--- config.mk ---
export PLATFORM = sky130hd
export DESIGN_NAME = imm_encoder_flat
export DESIGN_NICKNAME = d
export VERILOG_FILES = /design/src/rtl/imm_encoder_if.sv /design/src/rtl/imm_encoder.sv /design/src/flat_wrapper.sv
export SDC_FILE = /design/constraint.sdc
export NUM_CORES = 1
export LEC_CHECK = 0
export CELL_PAD_IN_SITES_DETAIL_PLACEMENT = 0
export CELL_PAD_IN_SITES_GLOBAL_PLACEMENT = 1
export CORE_MARGIN = 2
export CORE_UTILIZATION = 38
export CTS_CLUSTER_SIZE = 28
export DETAILED_ROUTE_END_ITERATION = 10
export PLACE_DENSITY_LB_ADDON = 0.1
export RECOVER_POWER = 50
export SETUP_SLACK_MARGIN = 0.05
export SLEW_MARGIN = 20
export SYNTH_ARGS = -nofsm -noshare
export SYNTH_HDL_FRONTEND = slang
export SYNTH_SLANG_ARGS = --single-unit
--- constraint.sdc ---
create_clock -name clk -period 4.8 [get_ports clk]
set_clock_uncertainty 0.1 [all_clocks]
set_input_delay 0.48 -clock clk [delete_from_list [all_inputs] [get_ports clk]]
set_output_delay 0.48 -clock clk [all_outputs]
set_load 0.02 [all_outputs]
--- src/rtl/imm_encoder_if.sv ---
// imm_encoder_if
//   Streaming bus for the immediate encoder.
//   Input channel : in_valid/in_ready plus imm_src, imm and base_instr.
//   Output channel: out_valid/out_ready plus instr, range_err and align_err.
//   master modport: the producer/consumer side (test-program generator or bench).
//   slave modport : the encoder itself.
interface imm_encoder_if #(
  parameter int DATA_WIDTH = 32
) ();
  logic                  in_valid;
  logic                  in_ready;
  logic [2:0]            imm_src;
  logic [DATA_WIDTH-1:0] imm;
  logic [31:0]           base_instr;
  logic                  out_valid;
  logic                  out_ready;
  logic [31:0]           instr;
  logic                  range_err;
  logic                  align_err;

  modport master (
    output in_valid, imm_src, imm, base_instr, out_ready,
    input  in_ready, out_valid, instr, range_err, align_err
  );

  modport slave (
    input  in_valid, imm_src, imm, base_instr, out_ready,
    output in_ready, out_valid, instr, range_err, align_err
  );
endinterface

--- src/rtl/imm_encoder.sv ---
// imm_encoder
//   Packs a two's-complement immediate into the RV32I bit positions of the
//   selected format (I/S/B/U/J) on top of a base instruction word, flagging
//   immediates that do not fit or whose low bits cannot be encoded.
//   Two-stage valid/ready pipeline with full throughput and registered outputs.
// Ports
//   clk       : rising-edge clock
//   rst_n     : synchronous reset, active-low
//   bus       : imm_encoder_if slave (input and output handshake channels)
//   enc_count : number of outputs handed off, wraps
//   err_count : number of handed-off outputs with any error, saturates
// Only DATA_WIDTH = 32 is supported; field positions are fixed RV32I bits.
module imm_encoder #(
  parameter int DATA_WIDTH = 32,
  parameter int CNT_WIDTH  = 16
) (
  input  logic                 clk,
  input  logic                 rst_n,
  imm_encoder_if.slave         bus,
  output logic [CNT_WIDTH-1:0] enc_count,
  output logic [CNT_WIDTH-1:0] err_count
);

  localparam logic [2:0] SRC_S = 3'b001;
  localparam logic [2:0] SRC_B = 3'b010;
  localparam logic [2:0] SRC_U = 3'b011;
  localparam logic [2:0] SRC_J = 3'b100;

  logic                  s1_valid;
  logic [2:0]            s1_src;
  logic [DATA_WIDTH-1:0] s1_imm;
  logic [31:0]           s1_base;

  logic                  out_valid_q;
  logic [31:0]           instr_q;
  logic                  range_q;
  logic                  align_q;

  logic                  adv2;
  logic                  in_ready_c;
  logic [31:0]           packed_word;
  logic                  range_c;
  logic                  align_c;

  // Stage 2 may load whenever its slot is empty or being drained this cycle;
  // stage 1 may accept whenever it is empty or can pass its item forward.
  assign adv2       = !out_valid_q || bus.out_ready;
  assign in_ready_c = !s1_valid || adv2;

  assign bus.in_ready  = in_ready_c;
  assign bus.out_valid = out_valid_q;
  assign bus.instr     = instr_q;
  assign bus.range_err = range_q;
  assign bus.align_err = align_q;

  // Packing and error detection from the stage-1 registers. The base word
  // passes through except where the format's immediate field lives. A field
  // "fits" when every bit above the encodable sign bit matches it, i.e. the
  // slice is all zeros or all ones. Codes 101-111 fall into the I default.
  always_comb begin
    packed_word = s1_base;
    range_c     = 1'b0;
    align_c     = 1'b0;
    case (s1_src)
      SRC_S: begin
        packed_word[31:25] = s1_imm[11:5];
        packed_word[11:7]  = s1_imm[4:0];
        range_c            = !((&s1_imm[31:11]) || !(|s1_imm[31:11]));
      end
      SRC_B: begin
        packed_word[31]    = s1_imm[12];
        packed_word[30:25] = s1_imm[10:5];
        packed_word[11:8]  = s1_imm[4:1];
        packed_word[7]     = s1_imm[11];
        range_c            = !((&s1_imm[31:12]) || !(|s1_imm[31:12]));
        align_c            = s1_imm[0];
      end
      SRC_U: begin
        packed_word[31:12] = s1_imm[31:12];
        align_c            = |s1_imm[11:0];
      end
      SRC_J: begin
        packed_word[31]    = s1_imm[20];
        packed_word[30:21] = s1_imm[10:1];
        packed_word[20]    = s1_imm[11];
        packed_word[19:12] = s1_imm[19:12];
        range_c            = !((&s1_imm[31:20]) || !(|s1_imm[31:20]));
        align_c            = s1_imm[0];
      end
      default: begin
        packed_word[31:20] = s1_imm[11:0];
        range_c            = !((&s1_imm[31:11]) || !(|s1_imm[31:11]));
      end
    endcase
  end

  // Stage 1 captures the raw request. Its valid bit is rewritten every cycle
  // the stage is allowed to accept, so a drained item is not duplicated.
  always_ff @(posedge clk) begin
    if (!rst_n) begin
      s1_valid <= 1'b0;
      s1_src   <= '0;
      s1_imm   <= '0;
      s1_base  <= '0;
    end else if (in_ready_c) begin
      s1_valid <= bus.in_valid;
      if (bus.in_valid) begin
        s1_src  <= bus.imm_src;
        s1_imm  <= bus.imm;
        s1_base <= bus.base_instr;
      end
    end
  end

  // Stage 2 registers the packed word and flags. Data only loads with a real
  // item so outputs stay frozen while a stalled result waits downstream.
  always_ff @(posedge clk) begin
    if (!rst_n) begin
      out_valid_q <= 1'b0;
      instr_q     <= '0;
      range_q     <= 1'b0;
      align_q     <= 1'b0;
    end else if (adv2) begin
      out_valid_q <= s1_valid;
      if (s1_valid) begin
        instr_q <= packed_word;
        range_q <= range_c;
        align_q <= align_c;
      end
    end
  end

  // Statistics advance only on an output handoff. The error counter sticks
  // at all-ones instead of wrapping.
  always_ff @(posedge clk) begin
    if (!rst_n) begin
      enc_count <= '0;
      err_count <= '0;
    end else if (out_valid_q && bus.out_ready) begin
      enc_count <= enc_count + 1'b1;
      if ((range_q || align_q) && (err_count != '1)) begin
        err_count <= err_count + 1'b1;
      end
    end
  end

endmodule

--- src/flat_wrapper.sv ---
// flat-port wrapper written by rule: the top's interface ports become plain ports
module imm_encoder_flat 
#(
  parameter int DATA_WIDTH = 32,
  parameter int CNT_WIDTH  = 16
)
  (clk, rst_n, enc_count, err_count, bus_in_valid, bus_imm_src, bus_imm, bus_base_instr, bus_out_ready, bus_in_ready, bus_out_valid, bus_instr, bus_range_err, bus_align_err);
  imm_encoder_if #(.DATA_WIDTH(DATA_WIDTH)) bus_i ();
  input  logic clk;
  input  logic rst_n;
  output logic [CNT_WIDTH-1:0] enc_count;
  output logic [CNT_WIDTH-1:0] err_count;
  input wire logic [$bits(bus_i.in_valid)-1:0] bus_in_valid;
  input wire logic [$bits(bus_i.imm_src)-1:0] bus_imm_src;
  input wire logic [$bits(bus_i.imm)-1:0] bus_imm;
  input wire logic [$bits(bus_i.base_instr)-1:0] bus_base_instr;
  input wire logic [$bits(bus_i.out_ready)-1:0] bus_out_ready;
  output wire logic [$bits(bus_i.in_ready)-1:0] bus_in_ready;
  output wire logic [$bits(bus_i.out_valid)-1:0] bus_out_valid;
  output wire logic [$bits(bus_i.instr)-1:0] bus_instr;
  output wire logic [$bits(bus_i.range_err)-1:0] bus_range_err;
  output wire logic [$bits(bus_i.align_err)-1:0] bus_align_err;
  assign bus_i.in_valid = bus_in_valid;
  assign bus_i.imm_src = bus_imm_src;
  assign bus_i.imm = bus_imm;
  assign bus_i.base_instr = bus_base_instr;
  assign bus_i.out_ready = bus_out_ready;
  assign bus_in_ready = bus_i.in_ready;
  assign bus_out_valid = bus_i.out_valid;
  assign bus_instr = bus_i.instr;
  assign bus_range_err = bus_i.range_err;
  assign bus_align_err = bus_i.align_err;
  imm_encoder #(.DATA_WIDTH(DATA_WIDTH), .CNT_WIDTH(CNT_WIDTH)) u_core (.clk(clk), .rst_n(rst_n), .bus(bus_i), .enc_count(enc_count), .err_count(err_count));
endmodule
==> results.ini <==
[run_status]
outcome = complete, but fails checks
violations = max-capacitance violations, max-slew violations

[route]
ant_nets = 0
vias = 4868
via_per_inst = 5.17
routedWlPerCell_um = 15.2
drc = 0
drt_iter0_drc = 270
first_pass_iters = 5
totalWireLength_mm = 14.4

[power]
vdd_ir_drop_max_mv = 0.282
p_leak_nw = 2.80
p_per_area_mw_per_mm2 = 360

[placement]
port_buffers = 131
hpwlAfterDp_mm = 10.2
gp_congestion = 0.813

[worst_setup_path]
worstPathBufferInverterCount = 1
worstPathArrival_ns = 3.45
slowest_delay_ns = 1.46
cp_common_cell = nand2_1
path_cells = dlygate4sd3_1 > nor2b_1 > nand2_1 > nand2_1 > nand2_1 > a21oi_1
crit_slowest_cell = nand2_1
worst_setup_path_start_kind = primary input
crit_required_ns = 5.02
crit_path_end_kind = flip-flop
crit_fanout = 60
path_delay_family = simple AND/OR/NAND/NOR gates
worstSetupPathType = in2reg

[floorplanning]
die_h_um = 122
core-area_mm2 = 0.0138
row_count = 43
ios = 139
initial_utilization_pct = 38.7
die_w_um = 122
die-area_mm2 = 0.0150

[logic_synthesis]
yosys.area.top_type_share_pct = 48.1
yosysWarnings = 0
synth-async-reset-ratio_pct = 0
synth-seq-cells = 128
synth-main-ff-cell = dfxtp_1
synth_area_leaders = dfxtp_1 (48%), nand2_1 (11%), a21oi_1 (8.2%)
synth_edf_count = 0
syn_area_mm2 = 0.00533
synth_seq_area_share_pct = 48.1
synth.avg_cell_area_um2 = 8.29
synth_largest_area_cell = dfxtp_1
synth_cells = 643
synth_cell_type_count = 48
mappedNetlistNets = 716

[clock_network]
clkTransAtPathRegs_ns = 0.06
clk_latency_ns = 0.41
clockBufferDepth = 2
tritoncts = done
post_cts_resized = 0
cts_buffers = 17
postCtsHoldBufs = 0
htree_num_levels = 4
cts_setup_buffers = 0
cts_root_buf = clkbuf_16
cts_sinks = 128

[final_layout]
n_antenna_cell = 0
area_growth_pct = 35.8
nets = 824
nFillCells = 1402
final_cell_mix = nand2_1 (152), dfxtp_1 (128), a21oi_1 (86)
layout-drive-gt1-share_pct = 5.51
final_common_cell = nand2_1

[sta]
tightest_slew_ns = 2.01
min_period_ns = 3.23
rsz0062_at_grt = no
final-setup-viol-count = 0
finalSetupTns_ns = 0
hold_ws_ns = 0.350
final-hold-violation-count = 0
period_share_pct = 67.3
max_freq_mhz = 310
drv_slew = 61
slew_headroom_pct = -34.2

[global_routing]
grt_pass1_wl_mm = 23.0
grt_max_degree = 70
first_global_vias = 4656
grt_usage_pct = 19.8
overflow = 0
antenna_found_initial = 0

[flow_run]
drv_cap = 1

[worst_hold_path]
hold_path_class = reg2reg

[worst min-delay path: cells and delay by family, from the launching register on]
| family | cells | cell delay, ns |
|---|---|---|
| AOI/OAI and AO/OA | 1 | 0.05 |
| DFF | 1 | 0.30 |
| and+or+nand+nor | 1 | 0.05 |
[cell families (layout without fill, tap and decap cells)]
family / count (synthesis) / in the layout / synth area share, %
buffers and inverters: 54 / 173 / 4.41
AND/OR/NAND/NOR: 274 / 274 / 23.1
flip-flops: 128 / 128 / 48.1
adder cells (fa/ha/maj): 2 / 2 / 0.470
multiplexers: 22 / 22 / 4.13
XOR/XNOR: 19 / 19 / 3.12
AO/OA/AOI/OAI: 144 / 144 / 16.6
[path summary, 6_finish.rpt]
check / depth (start not counted) / slack, ns / endpoint / start
setup / recovery: 6 / 1.57 / u_core.s1_imm[5] / bus_out_ready
hold reg to reg: 2 / 0.35 / u_core.bus.instr[5] / u_core.s1_base[5]
setup reg to reg: 5 / 1.85 / u_core.s1_imm[5] / u_core.bus.out_valid
hold / removal: 2 / 0.35 / u_core.bus.instr[5] / u_core.s1_base[5]
[metal layers]
metal  vias to the layer above  track usage, %  routed length (µm)
li1                       2445               -                   -
met1                      2265            24.4                6200
met2                       131            33.2                7100
met3                        27            4.28                 726
met4                         0            8.98                 336
met5                         -               0                   0
[area by class of cell]
type | count | area (µm²) | share of cell area (%)
timing repair buffer | 133 | 1330 | 18.3
multi-input combinational | 461 | 2540 | 35.0
sequential | 128 | 2560 | 35.4
clock inverter | 6 | 57.6 | 0.795
tap | 180 | 225 | 3.11
inverter | 10 | 38.8 | 0.536
clock buffer | 24 | 492 | 6.79
[flip-flops by register name, indices dropped and copies added, names as in the netlist]
signal and flops:
u_core.bus.instr 32, u_core.s1_src 3, u_core.enc_count 16, u_core.s1_base 25
u_core.err_count 16, u_core.bus.align_err 1, u_core.bus.out_valid 1, u_core.s1_valid 1
u_core.bus.range_err 1, u_core.s1_imm 32
[cell usage after synthesis, types with 3 or more instances]
cell type	count
nand4_1	12
mux2i_1	22
nor2_1	46
a222oi_1	4
a211oi_1	19
o211ai_1	6
nand2b_1	4
xor2_1	6
clkbuf_1	27
nor4_1	8
dfxtp_1	128
nor3_1	8
a211oi_2	4
buf_6	3
nand2_1	152
or4_1	4
o21ai_0	12
or3_1	8
inv_1	10
xnor2_1	13
and3_1	6
and2_1	3
buf_1	8
buf_2	5
nand3_1	11
a21oi_1	87
[power breakdown]
group          switching (W)  leakage (nW)  internal [W]  total (W)
Clock               0.000437         0.272      0.000757    0.00119
Sequential         0.0000426          1.05       0.00111    0.00115
Combinational       0.000137          1.48      0.000120   0.000257
[through the flow]
step	setup WS, ns	instance area, µm²	power, W	std cells	util, %
after floorplan	2.99	5330	0.00131	643	-
after global placement	1.72	6700	0.00144	912	48.6
after detailed placement	1.68	6700	0.00144	912	48.6
after CTS	2.09	7250	0.00264	942	52.6
after global routing	1.22	7240	0.00271	942	52.6
final	1.57	7240	0.00260	942	52.6
Power figures use the tool's default switching activity.
